===== config.mk =====
export PLATFORM = sky130hd
export DESIGN_NAME = csr_exec_unit
export DESIGN_NICKNAME = d
export VERILOG_FILES = /design/src/rtl/csr_exec_unit.sv
export SDC_FILE = /design/constraint.sdc
export NUM_CORES = 1
export LEC_CHECK = 0
export ABC_AREA = 1
export CORE_ASPECT_RATIO = 1.2
export CORE_MARGIN = 10
export CORE_UTILIZATION = 45
export CTS_BUF_LIST = sky130_fd_sc_hd__clkbuf_16
export DETAILED_ROUTE_END_ITERATION = 10
export PLACE_DENSITY = 0.66
export SLEW_MARGIN = 10
export SYNTH_ARGS = -nofsm -noshare
export SYNTH_HDL_FRONTEND = slang
export SYNTH_SLANG_ARGS = --single-unit

===== constraint.sdc =====
create_clock -name clk -period 15.2 [get_ports clk]
set_clock_uncertainty 0.15 [all_clocks]
set_input_delay 3.04 -clock clk [delete_from_list [all_inputs] [get_ports clk]]
set_output_delay 3.04 -clock clk [all_outputs]
set_load 0.05 [all_outputs]

===== src/rtl/csr_exec_unit.sv =====
// CSR execution stage: in-order issue FIFO, S1 operand/forwarding logic, one S2 register stage
// that drives the CSR write port, and a registered completion/wakeup broadcast.
module csr_exec_unit #(
  parameter int DEPTH = 4,
  parameter int PTR_W = 2
) (
  input  logic         clk,
  input  logic         reset,
  input  logic [129:0] issue_in,
  input  logic         flush,
  output logic [7:0]   prf_rd_addr,
  input  logic [31:0]  prf_rd_data,
  output logic         csr_wr_valid,
  input  logic         csr_wr_ready,
  output logic [11:0]  csr_wr_addr,
  output logic [31:0]  csr_wr_data,
  output logic         CSR_done,
  output logic [7:0]   CSR_phy,
  output logic [31:0]  CSR_result,
  output logic [31:0]  CSR_inst_num,
  output logic         CSR_exc,
  output logic         fifo_full,
  output logic         overflow
);

  // Handshake: S2 raises csr_wr_valid with addr/data and holds all three stable until a rising
  // edge sees csr_wr_valid & csr_wr_ready; that edge is the write and S2 may reload on it.

  logic [128:0]     fifo_q [DEPTH];
  logic [PTR_W-1:0] rd_ptr_q, wr_ptr_q;
  logic [PTR_W:0]   count_q;
  logic             empty, full, push, push_ok, pop;

  logic [128:0] head;
  logic [7:0]   h_op1, h_rd;
  logic [31:0]  h_inst, h_csr, h_imm;
  logic [3:0]   h_aluop;
  logic         h_src2;
  logic [11:0]  h_addr;
  logic         imm_hi_unused;

  logic [31:0]  src, old_val, new_val;
  logic         legal_op, wr_intent, s1_illegal, s1_we;

  logic         s2_vld_q, s2_we_q, s2_exc_q;
  logic [11:0]  s2_addr_q;
  logic [31:0]  s2_new_q, s2_old_q, s2_inst_q;
  logic [7:0]   s2_rd_q;
  logic         s2_done;

  logic         last_vld_q;
  logic [11:0]  last_addr_q;
  logic [31:0]  last_data_q;

  logic         done_q, exc_q, ovf_q;
  logic [7:0]   phy_q;
  logic [31:0]  result_q, inst_q;

  assign empty   = (count_q == '0);
  assign full    = (count_q == (PTR_W+1)'(DEPTH));
  assign push    = issue_in[129];
  assign s2_done = s2_vld_q & (~s2_we_q | csr_wr_ready);
  assign pop     = ~empty & (~s2_vld_q | s2_done);
  assign push_ok = push & (~full | pop);

  assign head    = fifo_q[rd_ptr_q];
  assign h_op1   = head[128:121];
  assign h_inst  = head[120:89];
  assign h_rd    = head[88:81];
  assign h_aluop = head[80:77];
  assign h_src2  = head[76];
  assign h_csr   = head[75:44];
  assign h_addr  = head[43:32];
  assign h_imm   = head[31:0];
  assign imm_hi_unused = ^h_imm[31:5];

  assign prf_rd_addr = empty ? 8'h00 : h_op1;

  // S1: operand select, old-value forwarding (in-flight S2 beats last committed write), new value
  always_comb begin
    src        = h_src2 ? {27'b0, h_imm[4:0]} : prf_rd_data;
    legal_op   = (h_aluop == 4'h1) || (h_aluop == 4'h2) || (h_aluop == 4'h3);
    wr_intent  = (h_aluop == 4'h1) || (src != 32'h0);
    s1_illegal = ~legal_op || ((h_addr[11:10] == 2'b11) && wr_intent);
    s1_we      = ~s1_illegal && wr_intent;
    if (s2_vld_q && s2_we_q && (s2_addr_q == h_addr))
      old_val = s2_new_q;
    else if (last_vld_q && (last_addr_q == h_addr))
      old_val = last_data_q;
    else
      old_val = h_csr;
    case (h_aluop)
      4'h1:    new_val = src;
      4'h2:    new_val = old_val | src;
      4'h3:    new_val = old_val & ~src;
      default: new_val = 32'h0;
    endcase
  end

  always_ff @(posedge clk) begin
    if (push_ok && !flush) fifo_q[wr_ptr_q] <= issue_in[128:0];
  end

  always_ff @(posedge clk or negedge reset) begin
    if (!reset) begin
      rd_ptr_q    <= '0;
      wr_ptr_q    <= '0;
      count_q     <= '0;
      s2_vld_q    <= 1'b0;
      s2_we_q     <= 1'b0;
      s2_exc_q    <= 1'b0;
      s2_addr_q   <= '0;
      s2_new_q    <= '0;
      s2_old_q    <= '0;
      s2_inst_q   <= '0;
      s2_rd_q     <= '0;
      last_vld_q  <= 1'b0;
      last_addr_q <= '0;
      last_data_q <= '0;
      done_q      <= 1'b0;
      exc_q       <= 1'b0;
      ovf_q       <= 1'b0;
      phy_q       <= '0;
      result_q    <= '0;
      inst_q      <= '0;
    end else begin
      if (csr_wr_valid && csr_wr_ready) begin
        last_vld_q  <= 1'b1;
        last_addr_q <= s2_addr_q;
        last_data_q <= s2_new_q;
      end
      done_q <= s2_done & ~flush;
      if (s2_done && !flush) begin
        exc_q    <= s2_exc_q;
        phy_q    <= s2_rd_q;
        result_q <= s2_exc_q ? 32'h0 : s2_old_q;
        inst_q   <= s2_inst_q;
      end
      if (flush) begin
        rd_ptr_q <= '0;
        wr_ptr_q <= '0;
        count_q  <= '0;
        s2_vld_q <= 1'b0;
      end else begin
        if (push && full && !pop) ovf_q <= 1'b1;
        if (push_ok) wr_ptr_q <= wr_ptr_q + 1'b1;
        if (pop) rd_ptr_q <= rd_ptr_q + 1'b1;
        if (push_ok && !pop) count_q <= count_q + 1'b1;
        else if (pop && !push_ok) count_q <= count_q - 1'b1;
        if (pop) begin
          s2_vld_q  <= 1'b1;
          s2_we_q   <= s1_we;
          s2_exc_q  <= s1_illegal;
          s2_addr_q <= h_addr;
          s2_new_q  <= new_val;
          s2_old_q  <= old_val;
          s2_inst_q <= h_inst;
          s2_rd_q   <= h_rd;
        end else if (s2_done) begin
          s2_vld_q <= 1'b0;
        end
      end
    end
  end

  assign csr_wr_valid = s2_vld_q & s2_we_q;
  assign csr_wr_addr  = s2_addr_q;
  assign csr_wr_data  = s2_new_q;
  assign CSR_done     = done_q;
  assign CSR_phy      = phy_q;
  assign CSR_result   = result_q;
  assign CSR_inst_num = inst_q;
  assign CSR_exc      = exc_q;
  assign fifo_full    = full;
  assign overflow     = ovf_q;

endmodule


==> impl_metrics.tcl <==
set metrics [dict create \
    clkPwrFrac_pct 24.9 \
    yosysTopAreaCellShare_pct 45.38 \
    insertion_delay_ns 0.61 \
    io_pins 295 \
    cts_root_buffer "clkbuf_16" \
    drv_slew 0 \
    layout-drive-gt1-share_pct 5.787 \
    die_area_um2 70230 \
    fin_crit_sh_pct 46.36 \
    cap_viol_max_count 0 \
    power.switching_w 0.002580 \
    final_cell_mix "nand2_1 (608), edfxtp_1 (408), o21ai_0 (347)" \
    synth_edf_count 408 \
    yosys_warnings 0 \
    dr.pass1.iters 5 \
    grt_use_total_pct 20.53 \
    clk_pin_slew_worst_paths_ns 0.06 \
    reg2reg_depth 14 \
    p_sw_share_pct 39.95 \
    vdd_drop_max_uv 141.3 \
    gp_congestion 0.8749 \
    core_um2 59470 \
    ant_nets 0 \
    area_growth_pct 20.16 \
    critPathMaxStageDelay_ns 0.87 \
    cp-end-kind "primary output" \
    synth_cell_types 42 \
    cp_max_fo 50 \
    worstHoldPathCells 2 \
    die_y_um 288.3 \
    syn_area_um2 27000 \
    run_status "finished clean" \
    dieWidth_um 243.6 \
    hold_class "reg -> reg" \
    synthFlopType "edfxtp_1" \
    drt_first_iter_violations 1452 \
    dpl.hpwl_um 45370 \
    grt_max_degree 113 \
    ys_ff_latch 654 \
    fin_ws_ns 8.154 \
    final_common_cell "nand2_1" \
    max_slew_margin_pct 17.95 \
    drc_errors 0 \
    ctsResizeCount 0 \
    critical-path-slowest-cell "clkinv_2" \
    required_ns 12.01 \
    async_reset_ff_share_pct 37.61 \
    syn-mean-instance-area_um2 10.47 \
    intPower_w 0.003878 \
    p_leak_nw 13.34 \
    netlist_instances 2578 \
    rsz0062_at_grt "false" \
    setup_tns_ns 0 \
    crit_type "reg -> out" \
    timing.fmax_mhz 141.9 \
    synth_top_area_cell "edfxtp_1" \
    clockBufferDepth 3 \
    cts_setup_buffers 0 \
    synthTopCellsByArea "edfxtp_1 (45%), dfrtp_1 (23%), nand2_1 (8.5%), o21ai_0 (6.4%), nor2_1 (3.6%)" \
    crit_path_start_kind "flop" \
    numCtsBuffers 66 \
    vias 19440 \
    h-tree-depth 3 \
    cts_hold_buf 0 \
    wl_per_cell_um 20.03 \
    cts_tree "yes" \
    drt-total-wl_um 73280 \
    cts_num_sinks 654 \
    avgViaCountPerCell 5.314 \
    dp_slack_ns 8.727 \
    period_minus_slack_ns 7.046 \
    worstMarginPinSlew_ns 1.229 \
    portBuffers 267 \
    p_comb_share_pct 37.7 \
    antenna_found_initial 17 \
    grt_pass1_wl_um 112700 \
    grt_pass1_vias 19500 \
    grt_overflow 0 \
    seq_power_share_pct 37.4 \
    nets 2968 \
    start_util_pct 45.40 \
    crit_chain "clkinv_2 > nor2_1 > o21ai_0 > a21oi_1 > clkdlybuf4s50_1" \
    num_rows 98 \
    setup_viol 0 \
    ys_seq_area_share_pct 68.18 \
    arrival_ns 3.86 \
    synth_nets 2749 \
    power_density_nw_per_um2 199.1 \
    hold_viol_final 0 \
]
## area by class of cell
| cell class | count | area (µm²) |
|---|---|---|
| Multi-Input combinational cell | 1563 | 7172 |
| Timing Repair Buffer | 287 | 2828 |
| Fill cell | 5083 | 27030 |
| Clock inverter | 53 | 426.7 |
| Inverter | 225 | 850.8 |
| Clock buffer | 69 | 1727 |
| Sequential cell | 654 | 18420 |
| Tap cell | 800 | 1001 |
| Antenna cell | 8 | 20.02 |
## power by group through the flow
| stage | Combinational [W] | Sequential (W) | Clock (W) |
|---|---|---|---|
| finish | 0.00244 | 0.00242 | 0.00161 |
| global route | 0.00268 | 0.00245 | 0.00171 |
| CTS | 0.00245 | 0.00242 | 0.00164 |
| detailed placement | 0.00244 | 0.00245 | 0 |
| global placement | 0.00239 | 0.00244 | 0 |
| floorplan | 0.00130 | 0.00278 | 0 |
## critical path, delay by kind of cell (launching register included)
| family | cells | cell delay (ns) |
|---|---|---|
| flip-flops | 1 | 0.86 |
| AND/OR/NAND/NOR | 1 | 0.27 |
| buffers and inverters | 2 | 1.72 |
| AO/OA/AOI/OAI | 2 | 0.35 |
## cells by family after synthesis
| group | Yosys count | share of synthesized area, % |
|---|---|---|
| adder cells (fa/ha/maj) | 5 | 0.2595 |
| multiplexers | 5 | 0.2085 |
| AND/OR/NAND/NOR | 1036 | 15.68 |
| XOR/XNOR | 6 | 0.1947 |
| AO/OA/AOI/OAI | 511 | 10.03 |
| buffers and inverters | 361 | 5.446 |
| flip-flops | 654 | 68.18 |
## synth_stat cells, types with 4 or more instances
master / number
a21oi_1: 75
a32o_1: 8
buf_1: 11
buf_2: 29
buf_4: 6
buf_6: 6
clkbuf_1: 83
dfrtp_1: 246
edfxtp_1: 408
ha_1: 4
inv_1: 218
inv_2: 6
mux2_2: 5
nand2_1: 609
nand2_2: 15
nand3_1: 118
nand3_2: 10
nand3b_1: 7
nand4_1: 7
nor2_1: 258
nor3_1: 4
o21ai_0: 347
o22ai_1: 68
xor2_1: 5
## sequential cells by signal, indices dropped and copies added, names as in the netlist
signal        flops
CSR_done          1
CSR_exc           1
CSR_inst_num     32
CSR_phy           8
CSR_result       32
count_q           3
csr_wr_addr      12
csr_wr_data      32
fifo_q          408
last_addr_q      12
last_data_q      32
last_vld_q        1
overflow          1
rd_ptr_q          2
s2_exc_q          1
s2_inst_q        32
s2_old_q         32
s2_rd_q           8
s2_vld_q          1
s2_we_q           1
wr_ptr_q          2
## through the flow
stage	instance area [µm²]	utilization, %	power [W]	instances	hold slack, ns
2_1_floorplan	27000	-	0.004078	2578	0.2849
3_3_place_gp	30270	50.89	0.004824	3529	0.2968
3_5_place_dp	30270	50.89	0.004890	3529	0.3008
4_1_cts	32420	54.52	0.006512	3651	0.3167
5_1_grt	32440	54.55	0.006843	3659	0.3399
6_report	32440	54.55	0.006459	3659	0.3128
## routing by layer
metal | routed length [µm] | share of wire (%) | GRT usage (%) | up-vias
li1 | - | - | - | 9119
met1 | 28900 | 39 | 24.07 | 9519
met2 | 36330 | 50 | 35.19 | 650
met3 | 5455 | 7.4 | 5.268 | 139
met4 | 2501 | 3.4 | 9.200 | 16
met5 | 96 | 0.13 | 0 | -
## final timing paths
check	start	to	slack, ns
max in group asynchronous	reset	s2_old_q[9]$_DFFE_PN0P_	11.00
min reg2reg	last_vld_q$_DFFE_PN0P_	last_vld_q$_DFFE_PN0P_	0.31
max reg2reg	rd_ptr_q[1]$_DFFE_PN0P_	s2_old_q[4]$_DFFE_PN0P_	9.78
max	rd_ptr_q[1]$_DFFE_PN0P_	prf_rd_addr[4]	8.15
min in group asynchronous	reset	CSR_result[26]$_DFFE_PN0P_	2.33
min	last_vld_q$_DFFE_PN0P_	last_vld_q$_DFFE_PN0P_	0.31
(Power assumes the default switching activity.)
